## config.mk

```make
export PLATFORM = sky130hd
export DESIGN_NAME = bandera_multi
export DESIGN_NICKNAME = d
export VERILOG_FILES = /design/src/rtl/bandera_multi.sv
export SDC_FILE = /design/constraint.sdc
export NUM_CORES = 1
export LEC_CHECK = 0
export CORE_MARGIN = 4
export CORE_UTILIZATION = 28
export CTS_CLUSTER_DIAMETER = 30
export DETAILED_ROUTE_END_ITERATION = 6
export PLACE_DENSITY_LB_ADDON = 0.1
export SLEW_MARGIN = 20
export SYNTH_ARGS = -nofsm -noshare
export SYNTH_HDL_FRONTEND = slang
export SYNTH_SLANG_ARGS = --single-unit
export TNS_END_PERCENT = 5
```

## constraint.sdc

```tcl
create_clock -name clkBM -period 3.4 [get_ports clkBM]
set_input_delay 0.85 -clock clkBM [delete_from_list [all_inputs] [get_ports clkBM]]
set_output_delay 0.85 -clock clkBM [all_outputs]
set_load 0.02 [all_outputs]
```

## src/rtl/bandera_multi.sv

```systemverilog
// Multi-channel read-flag generator: each channel runs an independent period
// counter and raises a registered flag for the leading cycles of every period.
module bandera_multi #(
  parameter int unsigned CH       = 4,
  parameter int unsigned CW       = 5,
  parameter int unsigned DEF_LAST = 24,
  parameter int unsigned DEF_HIGH = 10
) (
  input  logic             clkBM,
  input  logic             resetBM,
  input  logic [CH-1:0]    enBM,
  input  logic [CH-1:0]    oneshotBM,
  input  logic [CH*CW-1:0] lastBM,
  input  logic [CH*CW-1:0] highBM,
  output logic [CH-1:0]    BandBM,
  output logic [CH-1:0]    wrapBM,
  output logic [CH-1:0]    doneBM,
  output logic [CH-1:0]    activeBM
);

  typedef enum logic [1:0] {
    IDLE = 2'd0,
    RUN  = 2'd1,
    DONE = 2'd2
  } chState_t;

  for (genvar i = 0; i < int'(CH); i++) begin : gCh
    chState_t        state, stateNxt;
    logic [CW-1:0]   cnt, cntNxt;
    logic [CW-1:0]   lastL, lastNxt;
    logic [CW-1:0]   highL, highNxt;
    logic            osL, osNxt;
    logic            band, bandNxt;
    logic            wrap, wrapNxt;
    logic            done, doneNxt;
    logic            active, activeNxt;
    logic [CW-1:0]   cntInc;

    // cnt < lastL whenever cntInc is used, so it cannot overflow
    assign cntInc = cnt + CW'(1);

    always_ff @(posedge clkBM or posedge resetBM) begin
      if (resetBM) begin
        state  <= IDLE;
        cnt    <= '0;
        lastL  <= CW'(DEF_LAST);
        highL  <= CW'(DEF_HIGH);
        osL    <= 1'b0;
        band   <= 1'b0;
        wrap   <= 1'b0;
        done   <= 1'b0;
        active <= 1'b0;
      end else begin
        state  <= stateNxt;
        cnt    <= cntNxt;
        lastL  <= lastNxt;
        highL  <= highNxt;
        osL    <= osNxt;
        band   <= bandNxt;
        wrap   <= wrapNxt;
        done   <= doneNxt;
        active <= activeNxt;
      end
    end

    always_comb begin
      stateNxt  = state;
      cntNxt    = cnt;
      lastNxt   = lastL;
      highNxt   = highL;
      osNxt     = osL;
      bandNxt   = band;
      wrapNxt   = 1'b0;
      doneNxt   = done;
      activeNxt = active;

      if (!enBM[i]) begin
        // enable low dominates everything, including a coincident wrap
        stateNxt  = IDLE;
        cntNxt    = '0;
        bandNxt   = 1'b0;
        doneNxt   = 1'b0;
        activeNxt = 1'b0;
      end else begin
        unique case (state)
          IDLE: begin
            stateNxt  = RUN;
            cntNxt    = '0;
            lastNxt   = lastBM[i*CW +: CW];
            highNxt   = highBM[i*CW +: CW];
            osNxt     = oneshotBM[i];
            bandNxt   = 1'b1;
            doneNxt   = 1'b0;
            activeNxt = 1'b1;
          end
          RUN: begin
            if (cnt != lastL) begin
              cntNxt  = cntInc;
              bandNxt = (cntInc <= highL);
            end else if (!osL) begin
              cntNxt  = '0;
              lastNxt = lastBM[i*CW +: CW];
              highNxt = highBM[i*CW +: CW];
              osNxt   = oneshotBM[i];
              bandNxt = 1'b1;
              wrapNxt = 1'b1;
            end else begin
              stateNxt  = DONE;
              bandNxt   = 1'b0;
              activeNxt = 1'b0;
              doneNxt   = 1'b1;
              wrapNxt   = 1'b1;
            end
          end
          DONE: begin
            bandNxt   = 1'b0;
            activeNxt = 1'b0;
            doneNxt   = 1'b1;
          end
          default: begin
            stateNxt  = IDLE;
            cntNxt    = '0;
            bandNxt   = 1'b0;
            doneNxt   = 1'b0;
            activeNxt = 1'b0;
          end
        endcase
      end
    end

    assign BandBM[i]   = band;
    assign wrapBM[i]   = wrap;
    assign doneBM[i]   = done;
    assign activeBM[i] = active;
  end

endmodule

```

# --- Yosys cells after proc, flatten, opt, wreduce, memory -nomap -nowiden ---
# Index checks and enable logic that the tools add are counted.
word_totals:
  regBits: 88
  latchBits: 0
  mem_bits_rw: 0
  mem_bits_ro: 0
  in_bits: 50
  out_inout_bits: 16
  wordCells: 236
  mem_count: 0
classes:
  add_sub_neg: 4
  n_mul: 0
  n_div: 0
  order_cmp: 4
  eq_ne: 36
  shifts: 0
  muxes: 128
  bitwise_logic: 0
  reduce_logical: 28
ops:
  columns: ["op", "count"]
  rows:
  - ["2-to-1 mux 5 bit", 28]
  - ["case mux 5 bit (2 select lines)", 12]
  - ["2-to-1 mux 1 bit", 56]
  - ["case mux 1 bit (2 select lines)", 16]
  - ["2-to-1 mux 2 bit", 12]
  - ["inequality test 2 bit (second input constant)", 12]
  - ["inequality test 3 bit (second input constant)", 8]
  - ["case mux 2 bit (3 select lines)", 4]
  - ["AND reduction 3 bit", 8]
  - ["adder 5 x 1 -> 5 bit (second input constant)", 4]
  - ["less-or-equal comparator 5 bit", 4]
  - ["inequality test 5 bit", 4]
  - ["inequality test 4 bit (second input constant)", 4]
  - ["AND reduction 2 bit", 8]
  - ["AND reduction 4 bit", 4]
  - ["== test 2 x 1 -> 1 bit (second input constant)", 4]
  - ["== test 2 bit (second input constant)", 4]
  - ["logical NOT 2 bit", 4]
  - ["nonzero test 2 bit", 4]

# --- Depth between registers and ports, before layout ---
# Gate-level depths: netlist of run 1.
logic_depth:
  depth_word: 5
  depth_mapped: 9
  ltp_nobuf: 9

# --- Worst setup path after synthesis of run 1 ---
# No wires, ideal clock.
synth_timing:
  path_type: "in2reg"
  from: "in enBM[0]"
  to: "reg gCh[0].cnt[2]"
  setup_ns: 0.066
  arrival_time_ns: 2.040
  required_time_ns: 3.334
  slack_ns: 1.294
  cell_stages: 5
  n_path_buf: 1
  path_cell_list: "buf_2 -> and2_1 -> or4b_2 -> o21ai_0 -> a41o_1"
synth_via:
  elab_chain_len: 2
  elab_cells_between_ends: 4
  cone_classes: "2 x eq/ne; 1 x mux; 1 x reduce/logical"
synth_lines:
  columns: ["element", "line_no", "text"]
  rows:
  - ["start: declaration", "11", "input logic [CH-1:0] enBM,"]
  - ["inequality test 4 bit (no source line) / inequality test 2 bit (equally long branches)", null, null]
  - ["AND reduction 2 bit (no source line)", null, null]
  - ["end signal: assignment", "55", "cnt <= cntNxt;"]
  - ["end: declaration", "29", "logic [CW-1:0] cnt, cntNxt;"]
# Parallel ways exist; a longest one is shown, timed or not.
# A chain may end at the register's enable or synchronous reset.

# --- Final worst setup path of run 1 ---
layout_timing:
  from: "in enBM[2]"
  to: "reg gCh[2].cnt[2]"
layout_via:
  elab_chain_len: 2
  elab_cells_between_ends: 4
  cone_classes: "2 x eq/ne; 1 x mux; 1 x reduce/logical"
layout_lines:
  columns: ["element", "line_no"]
  rows:
  - ["inequality test 4 bit (no source line) / inequality test 2 bit (equally long branches)", null]
  - ["AND reduction 2 bit (no source line)", null]
  - ["end signal: assignment", "55"]
  - ["end: declaration", "29"]
# Parallel ways exist; a longest one is shown, timed or not.

==> metrics.cfg, run 1 <==
[status]
status=finished, final reports clean

[clocking]
numCtsBuffers=9
cts_tree=yes
clkLatencyLatePin_ns=0.34
cts.clk_slew.worst_paths_ns=0.06
ctsHtreeMaxLevel=3
hold_buffers=0
post_cts_buffers=0
cts_resized=0
ctsLongestPathBuffers=2
cts_root_buffer=clkbuf_16
numClockSinks=88

[timing]
timing_hold_violations_final=0
grt_setup_unrepaired=no
setup_viol=0
fin_ws_ns=0.8564
post-route-min-period_ns=2.544
max_freq_mhz=393.1
max_slew_margin_pct=55.66
fin_skew_ns=0.004792
fin_crit_sh_pct=74.81
drv_slew=0
worst_pin_slew_ns=0.6620
setup_tns_ns=0

[synth]
yosys.area_share.simple_pct=10.70
syn-instance-count=463
ys_ff_latch=88
synth_edf_count=0
muxShareOfSynthArea_pct=11.68
synth_top_area_share_pct=36.00
ys_seq_area_share_pct=44.40
ys_warn_count=0
synth_top_cell_by_area=dfrtp_1
synth.top_cells.by_area=dfrtp_1 36%, ha_1 10%, mux2_2 9.7%
synth-async-reset-ratio_pct=100.0
syn-num-nets=553
synth_compound_gate_area_share_pct=11.53
synth_xor_xnor_area_share_pct=5.600
syn-cell-area_um2=5005
synth_top_flop_cell=dfrtp_1
synth.avg_cell_area_um2=10.81
synthAdderAreaFrac_pct=10.00
synth_top_family_by_area=multiplexers
ys_types=52

[critical_path]
crit_path_max_incr_delay_ns=0.65
path_class=in2reg
r2r-start=gCh[3].cnt[0]
slowest_stage=or4b_2
critPathLaunch=enBM[2]
start_kind=input port
cp.arrival_ns=2.83
path_cells=clkdlybuf4s50_1, and2_0, or4b_2, o21ai_0, a41o_1
crit_buf_inv=1
required_ns=3.68
path_delay_family=simple AND/OR/NAND/NOR gates
cp-end-kind=register
critical_path.max_fanout=13

[pwr]
leakagePower_nw=2.747
peakVddDrop_v=0.0002976
power_density_nw_per_um2=754.5
finalPower_mw=4.605

[hold_path]
holdCritPathClass=reg2reg
min_from=gCh[0].done

[cells_and_area]
final_common_cell=dfrtp_1
final_cell_mix=72 x dfrtp_1, 65 x clkdlybuf4s50_1, 44 x nand2_1
num-fill-cells=1766
syn_to_final_growth_pct=21.95
diodes=0
layout.nets=603
final_layout_size_suffix_gt1_share_pct=16.60

[detailed_routing]
dr_wl_met3_um=427
drtIter0Drc=82
wirelength_um=10020
wl_met2_um=4681
vias_per_cell=4.618
dr.pass1.iters=4
drc=0
wl_per_cell_um=13.49
wl_met1_um=4737
vias=3431
drtAntennaViolNets=0
top_layer=met4

[floorplanning]
start_util_pct=28.74
die_x_um=141.7
row_count=48
coreArea_um2=17420
dieArea_um2=20080
io_pins=66
die_h_um=141.7

[job]
maxCapViolations=0

[grt]
grt_remaining_overflow=0
grt_pass1_vias=3592
grt_pass1_wl_um=17130
grt_antenna_before_repair=0
grt_max_degree=89
grt_use_total_pct=10.51

[placement]
dp_hpwl_um=7407
gp_congestion=0.7570
port_buffers=65
pre_cts_ws_ns=0.5388

[stage by stage]
stage / instances / hold slack [ns] / cell area [um^2] / utilization, %
finish: 743 / 0.4880 / 6103 / 35.04
global route: 743 / 0.5233 / 6103 / 35.04
CTS: 743 / 0.4939 / 6103 / 35.04
detailed placement: 727 / 0.4799 / 5784 / 33.21
global placement: 727 / 0.4712 / 5784 / 33.21
floorplan: 463 / 0.4510 / 5005 / -
[cell usage after synthesis (all sizes together) (2+ instances only)]
library cell and instances:
dfrtp 72, nand2 45, mux2 43, ha 40, inv 35, buf 21, o21ai 21, xnor2 18
nand3 17, dfstp 16, xor2 14, a21oi 13, nor2 11, mux2i 10, a22o 9, nor3 8
and3 6, clkbuf 6, and2 5, nor2b 5, a21boi 4, a21o 4, a41o 4, o2bb2ai 4
o31ai 4, a31oi 3, a221oi 2, nor4 2, o211ai 2, o21a 2, or3 2, or4b 2
[kinds of logic (layout without fill, tap and decap cells)]
kind of cell	after synthesis	after routing
multiplexers	53	53
adder cells (fa/ha/maj)	40	40
buffers and inverters	62	117
XOR/XNOR	32	32
flip-flops	88	88
AND/OR/NAND/NOR	108	108
AO/OA/AOI/OAI	80	80
[layer usage]
| metal | track usage (%) | up-vias |
|---|---|---|
| met4 | 3.990 | 0 |
| met1 | 13.22 | 1646 |
| li1 | - | 1715 |
| met2 | 17.17 | 55 |
| met5 | 0 | - |
| met3 | 2.932 | 15 |
[power breakdown]
group          total [mW]  switching (mW)  internal (mW)
Combinational        1.78           0.893          0.891
Clock                1.05           0.405          0.649
Sequential           1.77           0.264           1.50
[sequential cells by signal, indices dropped and copies added (netlist names)]
| name | flops |
|---|---|
| gCh.band | 4 |
| gCh.cnt | 20 |
| gCh.done | 4 |
| gCh.lastL | 20 |
| gCh.highL | 20 |
| gCh.active | 4 |
| gCh.osL | 4 |
| gCh.state | 8 |
| gCh.wrap | 4 |
[worst register-to-register path, stage by stage (launching register included)]
cell and delay (ns):
dfrtp_1 0.47, ha_1 0.24, nand3_1 0.10, xnor2_1 0.29, ha_1 0.31, and3_1 0.17, a221oi_1 0.25, a311oi_1 0.10
a221oi_1 0.35
[worst paths after layout]
path,end,slack [ns],depth (start not counted)
setup / recovery,gCh[2].cnt[2],0.86,5
hold / removal,gCh[0].done,0.49,2
setup reg to reg,gCh[3].band,1.01,8
hold reg to reg,gCh[0].done,0.49,2
max in group asynchronous,gCh[2].lastL[4],2.07,3
min in group asynchronous,gCh[0].done,0.94,3
[area by class of cell]
cell class / count / area, um^2 / share of cell area [%]
multi-input cells: 313 / 2477 / 40.59
flip-flops and latches: 88 / 2222 / 36.41
repair buffers: 66 / 670.6 / 10.99
clock buffers: 14 / 284.0 / 4.654
well taps: 225 / 281.5 / 4.613
inverters: 35 / 132.6 / 2.173
clock inverters: 2 / 35.03 / 0.5740
(Power assumes the default switching activity.)
==> run 2: changes to the inputs <==
- clock period: 3.4 -> 2.47 ns (I/O delays scaled with it)
==> run 2 against run 1 <==
Effect of this change: critical path type is now reg2reg; sequential power rose by 37%; die area unchanged; sequential share of layout area fell by 0.19 points; worst hold slack got worse by 0.0015 ns.
==> metrics.cfg, run 2 (synthesis results as in run 1) <==
[detailed_routing]
drtAntennaViolNets=0  ; unchanged
drtIter0Drc=122  ; was 82
wirelength_um=10260  ; was 10020 um
vias=3483  ; was 3431
drc=0  ; unchanged
wl_per_cell_um=13.59  ; was 13.49 um
dr.pass1.iters=4  ; unchanged
vias_per_cell=4.613  ; was 4.618

[clocking]
cts_resized=0  ; unchanged
numClockSinks=88  ; unchanged
ctsLongestPathBuffers=2  ; unchanged
cts_root_buffer=clkbuf_16  ; unchanged
clkLatencyLatePin_ns=0.34  ; about the same
post_cts_buffers=0  ; unchanged
ctsHtreeMaxLevel=3  ; unchanged
numCtsBuffers=9  ; unchanged
cts.clk_slew.worst_paths_ns=0.06  ; about the same
cts_tree=yes  ; unchanged
hold_buffers=0  ; unchanged

[grt]
grt_remaining_overflow=0  ; unchanged
grt_max_degree=89  ; unchanged
grt_use_total_pct=10.93  ; was 10.51%
grt_pass1_vias=3765  ; was 3592
grt_pass1_wl_um=17800  ; was 17130 um
grt_antenna_before_repair=0  ; unchanged

[timing]
worst_pin_slew_ns=0.5822  ; was 0.6620 ns
setup_viol=0  ; unchanged
max_freq_mhz=467.0
drv_slew=0  ; unchanged
fin_skew_ns=0.006450  ; was 0.004792 ns
fin_crit_sh_pct=86.70
timing_hold_violations_final=0  ; unchanged
grt_setup_unrepaired=no  ; unchanged
max_slew_margin_pct=61.18  ; was 55.66%
setup_tns_ns=0  ; unchanged
post-route-min-period_ns=2.141

[critical_path]
path_class=reg2reg  ; was in2reg
critical_path.max_fanout=4  ; was 13
cp-end-kind=register  ; unchanged
start_kind=register  ; was input port
cp.arrival_ns=2.37  ; was 2.83 ns
r2r_slack_ns=0.33  ; was 1.01 ns
required_ns=2.70  ; was 3.68 ns

[status]
status=finished, final reports clean  ; unchanged

[cells_and_area]
final_cell_mix=72 x dfrtp_1, 65 x clkdlybuf4s50_1, 44 x nand2_1  ; unchanged
num-fill-cells=1782  ; was 1766
layout.nets=615  ; was 603
diodes=0  ; unchanged
largestRegisters=gCh.cnt: 20 flops, gCh.highL: 20 flops, gCh.lastL: 20 flops  ; unchanged
final_common_cell=dfrtp_1  ; unchanged
stdcell_count=755  ; was 743
final_layout_size_suffix_gt1_share_pct=18.11  ; was 16.60%
syn_to_final_growth_pct=22.60  ; was 21.95%

[floorplanning]
dieArea_um2=20080  ; unchanged
row_count=48  ; unchanged
die_h_um=141.7  ; unchanged
start_util_pct=28.74  ; unchanged
io_pins=66  ; unchanged
die_x_um=141.7  ; unchanged
coreArea_um2=17420  ; unchanged

[placement]
dpl.cell_count=739  ; was 727
gp_congestion=0.7350  ; was 0.7570
port_buffers=65  ; unchanged
dp_hpwl_um=7555  ; was 7407 um

[pwr]
peakVddDrop_v=0.0003790  ; was 0.0002976 V
finalPower_mw=6.196  ; was 4.605 mW
leakagePower_nw=2.770  ; was 2.747 nW
power_density_nw_per_um2=1010  ; was 754.5 nW/um^2

[job]
maxCapViolations=0  ; unchanged

[hold_path]
holdCritPathClass=reg2reg  ; unchanged

## run 2: cell count changes in the layout (fill, tap and decap cells not counted)
cell	before	now
clkbuf_1	1	3
clkinv_2	2	3
buf_4	0	12
bufinv_16	1	0
clkinvlp_4	0	2
clkbuf_8	4	0
## run 2: layout make-up
| class | count | area, um^2 | share of cell area, % |
|---|---|---|---|
| Clock buffer | 12 | 236.5 | 3.854 |
| Clock inverter | 4 | 22.52 | 0.3670 |
| Inverter | 35 | 135.1 | 2.202 |
| Multi-Input combinational cell | 313 | 2477 | 40.38 |
| Sequential cell | 88 | 2222 | 36.22 |
| Tap cell | 225 | 281.5 | 4.588 |
| Timing Repair Buffer | 78 | 760.7 | 12.40 |
## run 2: worst paths after layout
kind / from / end / depth (start not counted)
setup reg to reg: gCh[0].cnt[1] / gCh[0].band / 9
hold / removal: gCh[0].done / gCh[0].done / 2
hold reg to reg: gCh[0].done / gCh[0].done / 2
min in group asynchronous: resetBM / gCh[0].lastL[1] / 3
setup / recovery: gCh[0].cnt[1] / gCh[0].band / 9
max in group asynchronous: resetBM / gCh[1].lastL[4] / 3
## run 2: critical path, stage by stage (launching register included)
cell and delay (ns):
dfrtp_1 0.42, ha_1 0.26, nand3_1 0.11, xnor2_1 0.23, ha_1 0.30, and3_1 0.16, nand3_1 0.07, o21ai_0 0.08
a21o_1 0.19, a22o_1 0.21
## run 2: stage by stage
step / utilization, % / setup WS, ns / hold slack [ns] / area, um^2
global route: 35.23 / 0.1148 / 0.5262 / 6136
CTS: 35.23 / 0.3179 / 0.4947 / 6136
detailed placement: 33.74 / 0.1712 / 0.4803 / 5877
finish: 35.23 / 0.3285 / 0.4865 / 6136
floorplan: - / 0.5573 / 0.4510 / 5009
global placement: 33.74 / 0.2072 / 0.4616 / 5877
## run 2: report_power, final
| group | internal [mW] | switching (mW) | leakage, nW |
|---|---|---|---|
| registers | 2.07 | 0.351 | 1.09 |
| clock network | 0.678 | 0.576 | 0.126 |
| logic | 1.27 | 1.25 | 1.55 |
## run 2: metal layers
layer / wire (um) / global-route usage [%] / vias to the layer above
met5: 0 / 0 / -
li1: - / - / 1728
met2: 4847 / 17.80 / 58
met1: 4745 / 13.70 / 1678
met3: 420 / 2.393 / 19
met4: 247 / 5.354 / 0
==> run 3: changes to the inputs <==
- clock period: 2.47 -> 2 ns (I/O delays scaled with it)
==> run 3 against run 2 <==
Effect of this change: the flow now finishes with violations (setup timing); first-iteration DRC count down 35%; via count rose by 3.9%; setup slack worse by 0.35 ns; largest cell class unchanged; largest power group unchanged; highest routed layer unchanged.
==> metrics.cfg, run 3 (synthesis results as in run 1) <==
[status]
status=finished with violations  ; was finished, final reports clean
violations=setup timing

[cells_and_area]
syn_to_final_growth_pct=30.70  ; was 22.60%
final_common_cell=dfrtp_1  ; unchanged
largestRegisters=gCh.cnt: 20 flops, gCh.highL: 20 flops, gCh.lastL: 20 flops  ; unchanged
final_area_um2=6541  ; was 6136 um^2
num-fill-cells=1758  ; was 1782
diodes=0  ; unchanged
final_layout_size_suffix_gt1_share_pct=26.28  ; was 18.11%
layout.nets=652  ; was 615
seq_area_um2=2225  ; was 2222 um^2
final_cell_mix=70 x dfrtp_1, 65 x clkdlybuf4s50_1, 45 x buf_4  ; was 72 x dfrtp_1, 65 x clkdlybuf4s50_1, 44 x nand2_1
multi_input_area_um2=2544  ; was 2477 um^2

[critical_path]
path_class=reg2reg  ; unchanged
r2r_slack_ns=-0.02  ; was 0.33 ns
start_kind=register  ; unchanged
cp-end-kind=register  ; unchanged
critical_path.max_fanout=3  ; was 4
cp.arrival_ns=2.25  ; was 2.37 ns
required_ns=2.24  ; was 2.70 ns

[floorplanning]
io_pins=66  ; unchanged
die_h_um=141.7  ; unchanged
die_x_um=141.7  ; unchanged
start_util_pct=28.74  ; unchanged
row_count=48  ; unchanged
coreArea_um2=17420  ; unchanged
dieArea_um2=20080  ; unchanged

[pwr]
finalPower_mw=8.030  ; was 6.196 mW
power_density_nw_per_um2=1228  ; was 1010 nW/um^2
peakVddDrop_v=0.0004959  ; was 0.0003790 V
leakagePower_nw=3.008  ; was 2.770 nW

[clocking]
ctsHtreeMaxLevel=3  ; unchanged
numCtsBuffers=9  ; unchanged
cts.clk_slew.worst_paths_ns=0.06  ; about the same
hold_buffers=0  ; unchanged
numClockSinks=88  ; unchanged
clkLatencyLatePin_ns=0.34  ; about the same
cts_tree=yes  ; unchanged
cts_root_buffer=clkbuf_16  ; unchanged
ctsLongestPathBuffers=2  ; unchanged

[timing]
timing_hold_violations_final=0  ; unchanged
worst_pin_slew_ns=0.5192  ; was 0.5822 ns
fin_skew_ns=0.006965  ; was 0.006450 ns
drv_slew=0  ; unchanged
setup_viol=1  ; was 0
grt_setup_unrepaired=yes  ; was no
fin_crit_sh_pct=100.9  ; was 86.70%
fin_ws_ns=-0.01771  ; was 0.3285 ns
post-route-min-period_ns=2.018  ; was 2.141 ns
max_freq_mhz=495.6  ; was 467.0 MHz
max_slew_margin_pct=65.38  ; was 61.18%

[placement]
gp_congestion=0.7750  ; was 0.7350
placed_cell_area_um2=6170  ; was 5877 um^2
port_buffers=65  ; unchanged
dp_hpwl_um=8019  ; was 7555 um

[detailed_routing]
drtIter0Drc=79  ; was 122
drtAntennaViolNets=0  ; unchanged
vias=3618  ; was 3483
drc=0  ; unchanged
dr.pass1.iters=4  ; unchanged
wl_per_cell_um=13.49  ; was 13.59 um
wirelength_um=10680  ; was 10260 um
vias_per_cell=4.568  ; was 4.613

[hold_path]
holdCritPathClass=in2async  ; was reg2reg

[grt]
grt_antenna_before_repair=0  ; unchanged
grt_pass1_wl_um=17950  ; was 17800 um
grt_pass1_vias=3795  ; was 3765
grt_remaining_overflow=0  ; unchanged
grt_max_degree=42  ; was 89
grt_use_total_pct=11.10  ; was 10.93%

[job]
maxCapViolations=0  ; unchanged

run 3: cell count changes in the layout (fill, tap and decap cells not counted), sizes merged:
cell,change
buf,+37
clkinv,-1
clkbuf,+1
run 3: final cells by class:
type	count	share of cell area (%)
multi-input combinational	313	38.89
sequential	88	34.01
timing repair buffer	115	16.64
tap	225	4.304
clock buffer	13	3.826
inverter	35	2.066
clock inverter	3	0.2678
run 3: final timing paths:
kind / start / to / cells after the start
hold reg to reg: gCh[0].active / gCh[0].active / 2
max in group asynchronous: resetBM / gCh[2].highL[1] / 3
min in group clkBM: gCh[0].active / gCh[0].active / 2
setup / recovery: gCh[3].cnt[1] / gCh[3].band / 8
hold / removal: resetBM / gCh[0].highL[2] / 2
setup reg to reg: gCh[3].cnt[1] / gCh[3].band / 8
run 3: power breakdown:
part | internal, mW | switching, mW
logic | 1.84 | 1.65
clock network | 0.874 | 0.702
registers | 2.55 | 0.413
run 3: what timing repair did:
action,4_1_cts,5_1_grt
gates resized for setup,4,13
buffers inserted,1,2
pin swaps,1,5
endpoints found under the setup margin,11,21
run 3: critical path, cell delays in order, from the launching register on:
cell and delay [ns]:
dfrtp_1 0.36, ha_2 0.22, nand3_2 0.10, xnor2_2 0.16
ha_1 0.32, and3_4 0.16, a221oi_2 0.25, a311oi_1 0.08
a221oi_1 0.28
run 3: metal layers:
layer | vias up | wire length, um | global-route usage, %
li1 | 1808 | - | -
met1 | 1748 | 5055 | 14.10
met3 | 11 | 370 | 2.157
met5 | - | 0 | 0
met4 | 0 | 204 | 4.697
met2 | 51 | 5052 | 18.42
run 3: per-stage QoR:
step                std cells  utilization, %  worst slack [ns]   TNS, ns  hold slack, ns
floorplan                 463               -           0.08734         0          0.4510
global placement          773           35.42           -0.1404    -1.399          0.4632
detailed placement        773           35.42           -0.1936    -1.845          0.4856
CTS                       790           37.21          0.001787         0          0.4720
global route              792           37.56           -0.1419   -0.2932          0.4925
finish                    792           37.56          -0.01771  -0.01771          0.4809
